## src/rtl/cpu_run_ctrl_pkg.sv

```systemverilog
// Shared definitions for the MIPS run/stop sequencer: state encodings and
// the bundle of debounced button pulses.
package cpu_run_ctrl_pkg;

  localparam logic [1:0] ST_STOP = 2'd0;
  localparam logic [1:0] ST_RUN  = 2'd1;
  localparam logic [1:0] ST_STEP = 2'd2;
  localparam logic [1:0] ST_HALT = 2'd3;

  typedef struct packed {
    logic go;
    logic step;
    logic clr;
  } btn_pulse_t;

  // The core and the statistics block advance only in these two states.
  function automatic logic is_enabled(input logic [1:0] st);
    return (st == ST_RUN) || (st == ST_STEP);
  endfunction

endpackage

```

## src/rtl/cpu_run_ctrl_btn_debounce.sv

```systemverilog
// Button conditioner: 2-FF synchronizer, stability counter, and a one-cycle
// pulse on each accepted rising level.
module btn_debounce
  import cpu_run_ctrl_pkg::*;
#(
  parameter int DB_CYCLES = 20
) (
  input  logic i_clk,
  input  logic i_rst_n,
  input  logic i_btn_raw,
  output logic o_pulse
);

  localparam int CW = $clog2(DB_CYCLES + 1);
  localparam logic [CW-1:0] LIM = CW'(DB_CYCLES - 1);

  logic [1:0]    r_sync;
  logic [CW-1:0] r_cnt;
  logic          r_level;
  logic          r_pulse;

  // r_cnt counts consecutive synchronized samples that differ from r_level;
  // the DB_CYCLES-th such sample flips the accepted level.
  always_ff @(posedge i_clk or negedge i_rst_n) begin
    if (!i_rst_n) begin
      r_sync  <= 2'b00;
      r_cnt   <= '0;
      r_level <= 1'b0;
      r_pulse <= 1'b0;
    end else begin
      r_sync  <= {r_sync[0], i_btn_raw};
      r_pulse <= 1'b0;
      if (r_sync[1] == r_level) begin
        r_cnt <= '0;
      end else if (r_cnt == LIM) begin
        r_level <= r_sync[1];
        r_cnt   <= '0;
        r_pulse <= r_sync[1];
      end else begin
        r_cnt <= r_cnt + CW'(1);
      end
    end
  end

  assign o_pulse = r_pulse;

endmodule

```

## src/rtl/cpu_run_ctrl.sv

```systemverilog
// Run/stop sequencer for the single-cycle MIPS core: button-driven FSM,
// enabled-cycle counter, watchdog stop and statistics clear pulse.
module cpu_run_ctrl
  import cpu_run_ctrl_pkg::*;
#(
  parameter int DB_CYCLES = 20,
  parameter int CNT_W     = 32
) (
  input  logic             i_clk,
  input  logic             i_rst_n,
  input  logic             i_btn_go,
  input  logic             i_btn_step,
  input  logic             i_btn_clr,
  input  logic             i_halt,
  input  logic [CNT_W-1:0] i_wdog_limit,
  output logic             o_cpu_en,
  output logic             o_stat_clr,
  output logic [1:0]       o_state,
  output logic [CNT_W-1:0] o_run_cycles,
  output logic             o_wdog_trip
);

  btn_pulse_t       w_p;
  logic [1:0]       r_state;
  logic [1:0]       w_state_nxt;
  logic [CNT_W-1:0] r_run;
  logic             r_trip;
  logic             r_stat_clr;
  logic             w_en;
  logic             w_hit;
  logic             w_clr_acc;
  logic             w_trip_set;

  btn_debounce #(.DB_CYCLES(DB_CYCLES)) u_db_go (
    .i_clk(i_clk), .i_rst_n(i_rst_n), .i_btn_raw(i_btn_go), .o_pulse(w_p.go)
  );
  btn_debounce #(.DB_CYCLES(DB_CYCLES)) u_db_step (
    .i_clk(i_clk), .i_rst_n(i_rst_n), .i_btn_raw(i_btn_step), .o_pulse(w_p.step)
  );
  btn_debounce #(.DB_CYCLES(DB_CYCLES)) u_db_clr (
    .i_clk(i_clk), .i_rst_n(i_rst_n), .i_btn_raw(i_btn_clr), .o_pulse(w_p.clr)
  );

  assign w_en = is_enabled(r_state);

  // The hit cycle is itself an enabled cycle, so the count lands on the limit.
  assign w_hit = w_en && (i_wdog_limit != '0) &&
                 ((r_run + CNT_W'(1)) == i_wdog_limit);

  // Clear is only honoured where the core is parked; RUN/STEP never see it.
  assign w_clr_acc = w_p.clr && ((r_state == ST_STOP) || (r_state == ST_HALT));

  always_comb begin
    w_state_nxt = r_state;
    w_trip_set  = 1'b0;
    case (r_state)
      ST_STOP: begin
        if (w_p.clr)       w_state_nxt = ST_STOP;
        else if (w_p.go)   w_state_nxt = ST_RUN;
        else if (w_p.step) w_state_nxt = ST_STEP;
      end
      ST_RUN: begin
        if (i_halt) begin
          w_state_nxt = ST_HALT;
        end else if (w_hit) begin
          w_state_nxt = ST_STOP;
          w_trip_set  = 1'b1;
        end else if (w_p.go) begin
          w_state_nxt = ST_STOP;
        end
      end
      ST_STEP: begin
        if (i_halt) begin
          w_state_nxt = ST_HALT;
        end else if (w_hit) begin
          w_state_nxt = ST_HALT;
          w_trip_set  = 1'b1;
        end else begin
          w_state_nxt = ST_STOP;
        end
      end
      ST_HALT: begin
        if (w_p.clr) w_state_nxt = ST_STOP;
      end
      default: w_state_nxt = ST_STOP;
    endcase
  end

  always_ff @(posedge i_clk or negedge i_rst_n) begin
    if (!i_rst_n) begin
      r_state    <= ST_STOP;
      r_run      <= '0;
      r_trip     <= 1'b0;
      r_stat_clr <= 1'b0;
    end else begin
      r_state    <= w_state_nxt;
      r_stat_clr <= w_clr_acc;
      if (w_clr_acc) begin
        r_run  <= '0;
        r_trip <= 1'b0;
      end else begin
        if (w_en && !(&r_run)) r_run <= r_run + CNT_W'(1);
        if (w_trip_set)        r_trip <= 1'b1;
      end
    end
  end

  // Moore decode straight from the state flop so reset drops it at once.
  assign o_cpu_en     = w_en;
  assign o_stat_clr   = r_stat_clr;
  assign o_state      = r_state;
  assign o_run_cycles = r_run;
  assign o_wdog_trip  = r_trip;

endmodule

```

## config.mk

```make
export PLATFORM = sky130hd
export DESIGN_NAME = cpu_run_ctrl
export DESIGN_NICKNAME = d
export VERILOG_FILES = /design/src/rtl/cpu_run_ctrl_pkg.sv /design/src/rtl/cpu_run_ctrl_btn_debounce.sv /design/src/rtl/cpu_run_ctrl.sv
export SDC_FILE = /design/constraint.sdc
export NUM_CORES = 1
export LEC_CHECK = 0
export ABC_AREA = 0
export ABC_CLOCK_PERIOD_IN_PS = 7600
export BUFFER_PORTS_ARGS = -buffer_cell sky130_fd_sc_hd__clkbuf_2
export CAP_MARGIN = 20
export CORE_MARGIN = 10
export CORE_UTILIZATION = 61
export DETAILED_ROUTE_END_ITERATION = 7
export MAX_ROUTING_LAYER = met4
export PLACE_DENSITY_LB_ADDON = 0.1
export REMOVE_ABC_BUFFERS = 1
export SYNTH_ARGS = -nofsm -noshare
export SYNTH_HDL_FRONTEND = slang
export SYNTH_SLANG_ARGS = --single-unit
```

## constraint.sdc

```tcl
create_clock -name i_clk -period 7.6 [get_ports i_clk]
set_input_delay 0.38 -clock i_clk [delete_from_list [all_inputs] [get_ports i_clk]]
set_output_delay 0.38 -clock i_clk [all_outputs]
set_load 0.05 [all_outputs]
```

==> results of run 1 <==
## how the worst max path moves through the flow
stage / end / startpoint / slack (ns)
after detailed placement: o_run_cycles[29]$_DFFE_PN0P_ / o_run_cycles[0]$_DFFE_PN0P_ / 3.86
final: o_state[1]$_DFFE_PN0P_ / o_run_cycles[0]$_DFFE_PN0P_ / 3.77
after global placement: o_state[1]$_DFFE_PN0P_ / o_run_cycles[0]$_DFFE_PN0P_ / 3.97
after floorplan: o_state[1]$_DFFE_PN0P_ / o_run_cycles[0]$_DFFE_PN0P_ / 3.97
after CTS: o_state[1]$_DFFE_PN0P_ / o_run_cycles[0]$_DFFE_PN0P_ / 3.85
after global routing: o_state[1]$_DFFE_PN0P_ / o_run_cycles[0]$_DFFE_PN0P_ / 3.52
## stage by stage
step | area (sq um) | util, % | worst slack, ns | power [uW] | hold WS (ns)
final | 4680 | 72.9 | 3.77 | 1230 | 0.146
after global placement | 4440 | 69.2 | 3.97 | 860 | 0.332
after global routing | 4680 | 72.9 | 3.52 | 1290 | 0.139
after detailed placement | 4440 | 69.2 | 3.86 | 876 | 0.342
after CTS | 4650 | 72.4 | 3.85 | 1190 | 0.136
after floorplan | 3960 | - | 3.97 | 717 | 0.0844
## report_power, final
group / internal, uW / switching (uW) / total (uW)
clock network: 182 / 139 / 321
registers: 357 / 34.9 / 392
logic: 165 / 353 / 517
## critical path, cell delays in order (launching register included)
cell and delay (ns):
sky130_fd_sc_hd__dfrtp_1 0.47, sky130_fd_sc_hd__ha_1 0.33, sky130_fd_sc_hd__nand3_4 0.15, sky130_fd_sc_hd__or3_1 0.55, sky130_fd_sc_hd__nor4_1 0.56, sky130_fd_sc_hd__xnor2_1 0.20, sky130_fd_sc_hd__o2111ai_1 0.15, sky130_fd_sc_hd__a2111oi_2 0.39
sky130_fd_sc_hd__a31oi_1 0.22, sky130_fd_sc_hd__mux2_4 0.35, sky130_fd_sc_hd__o32a_1 0.33
## layout make-up
class	count	area, sq um	area share, %
Clock buffer	9	124	2.65
Clock inverter	6	86.3	1.84
Inverter	10	37.5	0.802
Multi-Input combinational cell	358	2350	50.1
Sequential cell	63	1580	33.7
Tap cell	77	96.3	2.06
Timing Repair Buffer	77	413	8.82
## flip-flops by register name (all words and copies together) (netlist names)
register           cells
o_run_cycles          32
u_db_clr.r_cnt         5
u_db_go.r_cnt          5
u_db_step.r_cnt        5
o_state                2
u_db_clr.r_sync        2
u_db_go.r_sync         2
u_db_step.r_sync       2
o_stat_clr             1
o_wdog_trip            1
u_db_clr.o_pulse       1
u_db_clr.r_level       1
u_db_go.o_pulse        1
u_db_go.r_level        1
u_db_step.o_pulse      1
u_db_step.r_level      1
## synth_stat cells, types with 2 or more instances
master	count	share of area (%)
sky130_fd_sc_hd__nor3b_1	6	1.1
sky130_fd_sc_hd__nand4_1	12	1.8
sky130_fd_sc_hd__xnor2_1	36	7.7
sky130_fd_sc_hd__clkbuf_1	12	1.1
sky130_fd_sc_hd__a31oi_1	9	1.4
sky130_fd_sc_hd__o41ai_1	4	0.86
sky130_fd_sc_hd__a41oi_1	2	0.43
sky130_fd_sc_hd__o31ai_1	7	1.3
sky130_fd_sc_hd__and3_1	4	0.61
sky130_fd_sc_hd__mux2_2	4	1.1
sky130_fd_sc_hd__o32a_1	2	0.49
sky130_fd_sc_hd__and2_1	8	1.2
sky130_fd_sc_hd__nand2_1	36	3.3
sky130_fd_sc_hd__o21ai_0	27	3.3
sky130_fd_sc_hd__nand4_2	3	0.92
sky130_fd_sc_hd__and4_1	3	0.64
sky130_fd_sc_hd__nand2b_1	3	0.46
sky130_fd_sc_hd__buf_2	8	0.98
sky130_fd_sc_hd__nand3b_1	2	0.37
sky130_fd_sc_hd__nor4_2	2	0.61
sky130_fd_sc_hd__nor3_1	11	1.3
sky130_fd_sc_hd__dfrtp_1	63	39
sky130_fd_sc_hd__or3_1	5	0.77
sky130_fd_sc_hd__nor4_1	15	2.3
sky130_fd_sc_hd__xor2_1	25	5.4
sky130_fd_sc_hd__clkbuf_2	2	0.25
sky130_fd_sc_hd__a21oi_1	14	1.7
sky130_fd_sc_hd__o2111ai_1	2	0.43
sky130_fd_sc_hd__nor2b_1	4	0.61
sky130_fd_sc_hd__nand3_1	28	3.4
sky130_fd_sc_hd__ha_1	9	2.8
sky130_fd_sc_hd__nor2_1	49	4.5
sky130_fd_sc_hd__inv_1	9	0.83
sky130_fd_sc_hd__buf_4	2	0.37
sky130_fd_sc_hd__mux2i_1	9	2.2
## cell families after synthesis
kind of cell    after synthesis  synth area share (%)
fa+ha+maj                     9                  2.76
mux                          14                  3.68
flops                        63                  38.6
compound gates               77                  12.2
buf+inv                      36                  3.98
xor+xnor                     62                  13.5
simple gates                196                  25.4
## metal layers
layer / vias up / GRT usage [%] / share of wire [%]
met5: - / - / 0
met2: 199 / 35.6 / 48
met4: 0 / 9.44 / 1.8
li1: 1771 / - / -
met3: 20 / 5.40 / 10
met1: 1802 / 28.3 / 40
==> impl_metrics.prom, run 1 <==
# TYPE chip_impl_metric gauge
chip_impl_info{name="rsz0062_at_grt",value="no"} 1
chip_impl_metric{name="final_antenna_net_count",unit=""} 0
chip_impl_metric{name="required_time_of_the_worst_setup_path",unit="ns"} 7.83
chip_impl_info{name="hold-path-endpoint",value="u_db_clr.r_sync[0]$_DFF_PN0_"} 1
chip_impl_metric{name="fmaxAchievable",unit="MHz"} 261
chip_impl_metric{name="synth-edff-count",unit=""} 0
chip_impl_metric{name="postCtsSetupRepairBufs",unit=""} 0
chip_impl_info{name="master_cell_of_the_clock_root_buffer",value="sky130_fd_sc_hd__clkbuf_8"} 1
chip_impl_metric{name="reg2reg_depth",unit=""} 10
chip_impl_metric{name="register_area_share_after_synthesis",unit="%"} 38.6
chip_impl_metric{name="post_route_cells_drive_above_1_share",unit="%"} 20.5
chip_impl_metric{name="postSynthCellCount",unit=""} 457
chip_impl_metric{name="firstDrtPassIters",unit=""} 5
chip_impl_metric{name="num_antenna_cells",unit=""} 0
chip_impl_metric{name="grt.total_usage",unit="%"} 22.9
chip_impl_info{name="most_common_cell_after_layout_fill_and_taps_aside",value="sky130_fd_sc_hd__clkbuf_2"} 1
chip_impl_metric{name="htreeDepth",unit=""} 3
chip_impl_metric{name="yosys.cell_types.count",unit=""} 55
chip_impl_info{name="hold_class",value="in2reg"} 1
chip_impl_metric{name="vias_per_cell",unit=""} 6.32
chip_impl_metric{name="path_clk_slew",unit="ns"} 0.07
chip_impl_metric{name="final.min_clock_period",unit="ns"} 3.83
chip_impl_metric{name="drt-wirelength-per-cell",unit="um"} 19.0
chip_impl_metric{name="max-clock-path-buffers",unit=""} 2
chip_impl_metric{name="pwr_density_cell",unit="nW/um^2"} 263
chip_impl_metric{name="fin_skew",unit="ns"} 0.0164
chip_impl_metric{name="drc",unit=""} 0
chip_impl_info{name="crit-reg2reg-launch",value="o_run_cycles[0]$_DFFE_PN0P_"} 1
chip_impl_metric{name="number_of_cell_rows",unit=""} 29
chip_impl_metric{name="fin_cells",unit=""} 600
chip_impl_metric{name="fp.dieW",unit="um"} 102
chip_impl_metric{name="whs_path_depth",unit=""} 1
chip_impl_metric{name="vias",unit=""} 3792
chip_impl_info{name="outcome",value="finished, final reports clean"} 1
chip_impl_metric{name="grt_first_pass_wirelength",unit="mm"} 18.6
chip_impl_metric{name="layout.nets",unit=""} 566
chip_impl_metric{name="globalRouteOverflowTotal",unit=""} 0
chip_impl_metric{name="accumulated_negative_setup_slack",unit="ns"} 0
chip_impl_info{name="end_kind",value="flip-flop"} 1
chip_impl_metric{name="place.port_buffers",unit=""} 74
chip_impl_metric{name="finalMaxSlewViolations",unit=""} 0
chip_impl_metric{name="boundary_pin_count",unit=""} 75
chip_impl_metric{name="n_fill_cell",unit=""} 510
chip_impl_metric{name="rel_slew_slack",unit="%"} 31.6
chip_impl_metric{name="die_height",unit="um"} 102
chip_impl_metric{name="finalHoldViolCount",unit=""} 0
chip_impl_metric{name="layout_worst_path_cycle_share",unit="%"} 50.3
chip_impl_metric{name="number_of_resized_instances_in_the_post_cts_repair_step",unit=""} 0
chip_impl_metric{name="clkLatencyLatePin",unit="ns"} 0.34
chip_impl_metric{name="syn-cell-area",unit="sq um"} 4090
chip_impl_info{name="worst_setup_path_start_kind",value="flip-flop"} 1
chip_impl_metric{name="core_area",unit="sq um"} 6420
chip_impl_info{name="timing.setup.critical_path_class",value="reg2reg"} 1
chip_impl_info{name="launch_instance_of_the_worst_min_delay_path",value="i_btn_clr"} 1
chip_impl_metric{name="worst_pin_slew",unit="ns"} 1.02
chip_impl_info{name="critical_path.reg2reg.endpoint",value="o_state[1]$_DFFE_PN0P_"} 1
chip_impl_metric{name="clk_sinks",unit=""} 63
chip_impl_metric{name="synth_area_per_cell",unit="sq um"} 8.94
chip_impl_info{name="tritoncts",value="done"} 1
chip_impl_metric{name="die_area",unit="sq um"} 10400
chip_impl_metric{name="synth-warning-count",unit=""} 0
chip_impl_metric{name="grt_antenna_before_repair",unit=""} 0
chip_impl_metric{name="async_flop_share",unit="%"} 100
chip_impl_metric{name="critical_path_peak_fanout",unit=""} 8
chip_impl_metric{name="ctsHoldBuffers",unit=""} 0
chip_impl_metric{name="globalplace.congestion",unit=""} 0.991
chip_impl_metric{name="grt_start_max_net_pins",unit=""} 64
chip_impl_metric{name="crit_arrival",unit="ns"} 4.05
chip_impl_metric{name="routed_wirelength",unit="mm"} 11.4
chip_impl_metric{name="dpl.cell_count",unit=""} 584
chip_impl_metric{name="hpwlAfterDp",unit="mm"} 8.23
chip_impl_metric{name="setup.reg_to_reg.worst_slack",unit="ns"} 3.77
chip_impl_metric{name="finalSetupViolCount",unit=""} 0
chip_impl_metric{name="flop_and_latch_count_out_of_synthesis",unit=""} 63
chip_impl_metric{name="power_leakage",unit="uW"} 0.00206
chip_impl_metric{name="area_growth",unit="%"} 14.5
chip_impl_metric{name="cts_buffers",unit=""} 9
chip_impl_metric{name="power.ir.vdd_worst",unit="uV"} 193
chip_impl_metric{name="cap_violations",unit=""} 0
chip_impl_metric{name="initial_utilization",unit="%"} 63.6
chip_impl_metric{name="first_global_vias",unit=""} 3716
chip_impl_info{name="commonest_cells_after_routing_fill_and_taps_aside",value="sky130_fd_sc_hd__clkbuf_2, sky130_fd_sc_hd__dfrtp_1, sky130_fd_sc_hd__nor2_1"} 1
chip_impl_metric{name="detail_route.iter0.violations",unit=""} 258
chip_impl_info{name="synth_flop_cell",value="sky130_fd_sc_hd__dfrtp_1"} 1
(Power assumes the default switching activity.)
==> run 2, diff against run 1 <==
ABC_AREA = 1   (was 0)
ABC_CLOCK_PERIOD_IN_PS = 3300   (was 7600)
CORE_UTILIZATION = 52   (was 61)
clock period = 3.3 ns   (was 7.6 ns; I/O delays follow)
==> run 2 against run 1 <==
Against the previous run:
- sequential power is 130% higher
- routed wire length is 10% higher
- combinational power is 83% higher
- critical endpoint is now o_run_cycles[18]$_DFFE_PN0P_
- final area is 8.9% higher
- sequential share of layout area is 2.7 points lower
==> impl_metrics.prom, run 2 <==
# TYPE chip_impl_metric gauge
chip_impl_metric{name="fmaxAchievable",unit="MHz"} 382
chip_impl_metric{name="grt.met1_usage",unit="%"} 24.0
chip_impl_info{name="netlist_top_cells_area",value="sky130_fd_sc_hd__dfrtp_1, sky130_fd_sc_hd__nand2_1, sky130_fd_sc_hd__nand3_1"} 1
chip_impl_metric{name="accumulated_negative_setup_slack",unit="ns"} 0
chip_impl_metric{name="rel_slew_slack",unit="%"} 63.2
chip_impl_metric{name="finalSetupViolCount",unit=""} 0
chip_impl_metric{name="crit_arrival",unit="ns"} 2.88
chip_impl_metric{name="first_global_vias",unit=""} 4190
chip_impl_metric{name="layout.nets",unit=""} 760
chip_impl_metric{name="grt_first_pass_wirelength",unit="mm"} 20.2
chip_impl_metric{name="detail_route.iter0.violations",unit=""} 310
chip_impl_metric{name="power_leakage",unit="uW"} 0.00259
chip_impl_metric{name="routed_wirelength",unit="mm"} 12.6
chip_impl_info{name="most_common_cell_after_layout_fill_and_taps_aside",value="sky130_fd_sc_hd__nand2_1"} 1
chip_impl_metric{name="max-clock-path-buffers",unit=""} 2
chip_impl_info{name="worst_setup_path_start_kind",value="flip-flop"} 1
chip_impl_metric{name="syn-cell-area",unit="sq um"} 4370
chip_impl_metric{name="postSynthCellCount",unit=""} 626
chip_impl_metric{name="pwr_density_cell",unit="nW/um^2"} 500
chip_impl_metric{name="area_growth",unit="%"} 16.6
chip_impl_metric{name="htreeDepth",unit=""} 3
chip_impl_metric{name="worst_pin_slew",unit="ns"} 0.551
chip_impl_metric{name="grt.total_usage",unit="%"} 20.2
chip_impl_metric{name="vias_per_cell",unit=""} 5.32
chip_impl_metric{name="layout_worst_path_cycle_share",unit="%"} 79.2
chip_impl_metric{name="yosys.cell_types.count",unit=""} 31
chip_impl_info{name="post_synth_most_frequent_cells",value="sky130_fd_sc_hd__nand2_1, sky130_fd_sc_hd__nor2_1, sky130_fd_sc_hd__inv_1, sky130_fd_sc_hd__nand3_1, sky130_fd_sc_hd__dfrtp_1"} 1
chip_impl_metric{name="clkLatencyLatePin",unit="ns"} 0.36
chip_impl_info{name="critPathLaunch",value="o_run_cycles[0]$_DFFE_PN0P_"} 1
chip_impl_info{name="launch_instance_of_the_worst_min_delay_path",value="i_halt"} 1
chip_impl_metric{name="die_height",unit="um"} 112
chip_impl_info{name="hold_class",value="in2reg"} 1
chip_impl_metric{name="cap_violations",unit=""} 0
chip_impl_metric{name="register_area_share_after_synthesis",unit="%"} 36.1
chip_impl_metric{name="boundary_pin_count",unit=""} 75
chip_impl_metric{name="die_area",unit="sq um"} 12500
chip_impl_metric{name="final_antenna_net_count",unit=""} 0
chip_impl_metric{name="finalHoldWorstSlack",unit="ns"} 0.136
chip_impl_info{name="rsz0062_at_grt",value="no"} 1
chip_impl_metric{name="drt-wirelength-per-cell",unit="um"} 15.3
chip_impl_info{name="end_kind",value="flip-flop"} 1
chip_impl_metric{name="grtUsageMet3",unit="%"} 6.12
chip_impl_info{name="top_usage_layer",value="met2"} 1
chip_impl_metric{name="async_flop_share",unit="%"} 100
chip_impl_metric{name="grt_start_max_net_pins",unit=""} 29
chip_impl_metric{name="synth_area_per_cell",unit="sq um"} 6.98
chip_impl_metric{name="final.min_clock_period",unit="ns"} 2.62
chip_impl_metric{name="drc",unit=""} 0
chip_impl_metric{name="synth-edff-count",unit=""} 0
chip_impl_info{name="critical_path.reg2reg.endpoint",value="o_run_cycles[18]$_DFFE_PN0P_"} 1
chip_impl_metric{name="path_clk_slew",unit="ns"} 0.08
chip_impl_metric{name="post_route_cells_drive_above_1_share",unit="%"} 18.5
chip_impl_metric{name="globalplace.congestion",unit=""} 1.00
chip_impl_metric{name="clk_sinks",unit=""} 63
chip_impl_info{name="tritoncts",value="done"} 1
chip_impl_metric{name="reg2reg_depth",unit=""} 11
chip_impl_info{name="netlist.top_cell.by_area",value="sky130_fd_sc_hd__dfrtp_1"} 1
chip_impl_metric{name="flop_and_latch_count_out_of_synthesis",unit=""} 63
chip_impl_metric{name="groute.layer.met2.usage",unit="%"} 31.3
chip_impl_metric{name="number_of_resized_instances_in_the_post_cts_repair_step",unit=""} 0
chip_impl_metric{name="initial_utilization",unit="%"} 53.2
chip_impl_metric{name="power.ir.vdd_worst",unit="uV"} 455
chip_impl_metric{name="place.port_buffers",unit=""} 74
chip_impl_metric{name="firstDrtPassIters",unit=""} 5
chip_impl_metric{name="portion_of_synthesized_cell_area_occupied_by_the_leading_cell_type",unit="%"} 36.1
chip_impl_info{name="crit-reg2reg-launch",value="o_run_cycles[0]$_DFFE_PN0P_"} 1
chip_impl_metric{name="grt_antenna_before_repair",unit=""} 0
chip_impl_info{name="timing.setup.critical_path_class",value="reg2reg"} 1
chip_impl_metric{name="flip_flop_count_of_the_largest_register_after_layout",unit=""} 32
chip_impl_metric{name="hpwlAfterDp",unit="mm"} 9.84
chip_impl_info{name="master_cell_of_the_clock_root_buffer",value="sky130_fd_sc_hd__clkbuf_8"} 1
chip_impl_metric{name="fp.dieW",unit="um"} 112
chip_impl_metric{name="synth-warning-count",unit=""} 0
chip_impl_metric{name="required_time_of_the_worst_setup_path",unit="ns"} 3.57
chip_impl_metric{name="core_area",unit="sq um"} 8220
chip_impl_metric{name="fin_skew",unit="ns"} 0.0139
chip_impl_info{name="synthMostInstantiatedCell",value="sky130_fd_sc_hd__nand2_1"} 1
chip_impl_metric{name="finalMaxSlewViolations",unit=""} 0
chip_impl_metric{name="cts_buffers",unit=""} 9
chip_impl_metric{name="critical_path_peak_fanout",unit=""} 27
chip_impl_metric{name="postCtsSetupRepairBufs",unit=""} 0
chip_impl_metric{name="number_of_cell_rows",unit=""} 33
chip_impl_metric{name="globalRouteOverflowTotal",unit=""} 0
chip_impl_info{name="crit_path_end",value="o_run_cycles[18]$_DFFE_PN0P_"} 1
chip_impl_info{name="outcome",value="finished, final reports clean"} 1
chip_impl_metric{name="num_antenna_cells",unit=""} 0
chip_impl_info{name="synth_flop_cell",value="sky130_fd_sc_hd__dfrtp_1"} 1
chip_impl_metric{name="vias",unit=""} 4377
chip_impl_metric{name="setup.reg_to_reg.worst_slack",unit="ns"} 0.68
chip_impl_metric{name="finalHoldViolCount",unit=""} 0
chip_impl_info{name="commonest_cells_after_routing_fill_and_taps_aside",value="sky130_fd_sc_hd__nand2_1, sky130_fd_sc_hd__nor2_1, sky130_fd_sc_hd__clkbuf_2"} 1
## run 2: how the worst min path moves through the flow
stage	slack [ns]	cells after the start	end
CTS	0.13	4	o_wdog_trip$_DFFE_PN0P_
floorplan	-0.13	0	o_run_cycles[0]$_DFFE_PN0P_
detailed placement	0.17	1	o_run_cycles[7]$_DFFE_PN0P_
global placement	0.17	1	o_run_cycles[7]$_DFFE_PN0P_
global route	0.14	4	o_wdog_trip$_DFFE_PN0P_
finish	0.14	4	o_wdog_trip$_DFFE_PN0P_
## run 2: cell families after synthesis
logic type / count (synthesis) / synth area share (%)
compound gates: 40 / 5.04
xor+xnor: 25 / 6.33
fa+ha+maj: 9 / 2.58
buf+inv: 83 / 7.56
flops: 63 / 36.1
simple gates: 406 / 42.4
## run 2: per-layer routing
layer / vias to the layer above / wire [um]
met1: 2037 / 5430
met5: - / 0
met4: 0 / 342
met3: 29 / 1000
li1: 2148 / -
met2: 163 / 5790
## run 2: layout make-up
cell class	count	area [sq um]
clock buffers	10	128
clock inverters	6	70.1
fillers	773	3120
inverters	78	293
multi-input cells	480	2460
flip-flops and latches	63	1580
well taps	105	131
repair buffers	81	433
## run 2: report_power, final
part,switching (uW),leakage (uW),internal (uW)
clock,355,0.0000891,353
combinational,707,0.00165,240
sequential,66.0,0.000850,823
## run 2: what timing repair did
item | in CTS | in global routing
endpoints found under the hold margin | 20 | 0
endpoints found under the setup margin | 0 | 0
hold buffers | 4 | 0
## run 2: worst max-delay path: stages, from the launching register on
cell and delay, ns:
sky130_fd_sc_hd__dfrtp_1 0.46, sky130_fd_sc_hd__ha_1 0.24, sky130_fd_sc_hd__nand2_2 0.09, sky130_fd_sc_hd__nor2_4 0.19, sky130_fd_sc_hd__nand2_4 0.12, sky130_fd_sc_hd__nor2_8 0.18
sky130_fd_sc_hd__nand4_1 0.18, sky130_fd_sc_hd__nand2_2 0.12, sky130_fd_sc_hd__inv_2 0.16, sky130_fd_sc_hd__nor2_4 0.23, sky130_fd_sc_hd__inv_2 0.26, sky130_fd_sc_hd__o21ai_0 0.27
## run 2: per-stage QoR
| step | worst slack, ns | power (uW) | std cells | util, % | cell area, sq um |
|---|---|---|---|---|---|
| floorplan | 0.739 | 1520 | 621 | - | 4330 |
| global placement | 0.684 | 1830 | 803 | 59.1 | 4860 |
| detailed placement | 0.665 | 1850 | 803 | 59.1 | 4860 |
| CTS | 0.652 | 2550 | 823 | 62.0 | 5090 |
| global route | 0.399 | 2690 | 823 | 62.0 | 5090 |
| finish | 0.685 | 2540 | 823 | 62.0 | 5090 |
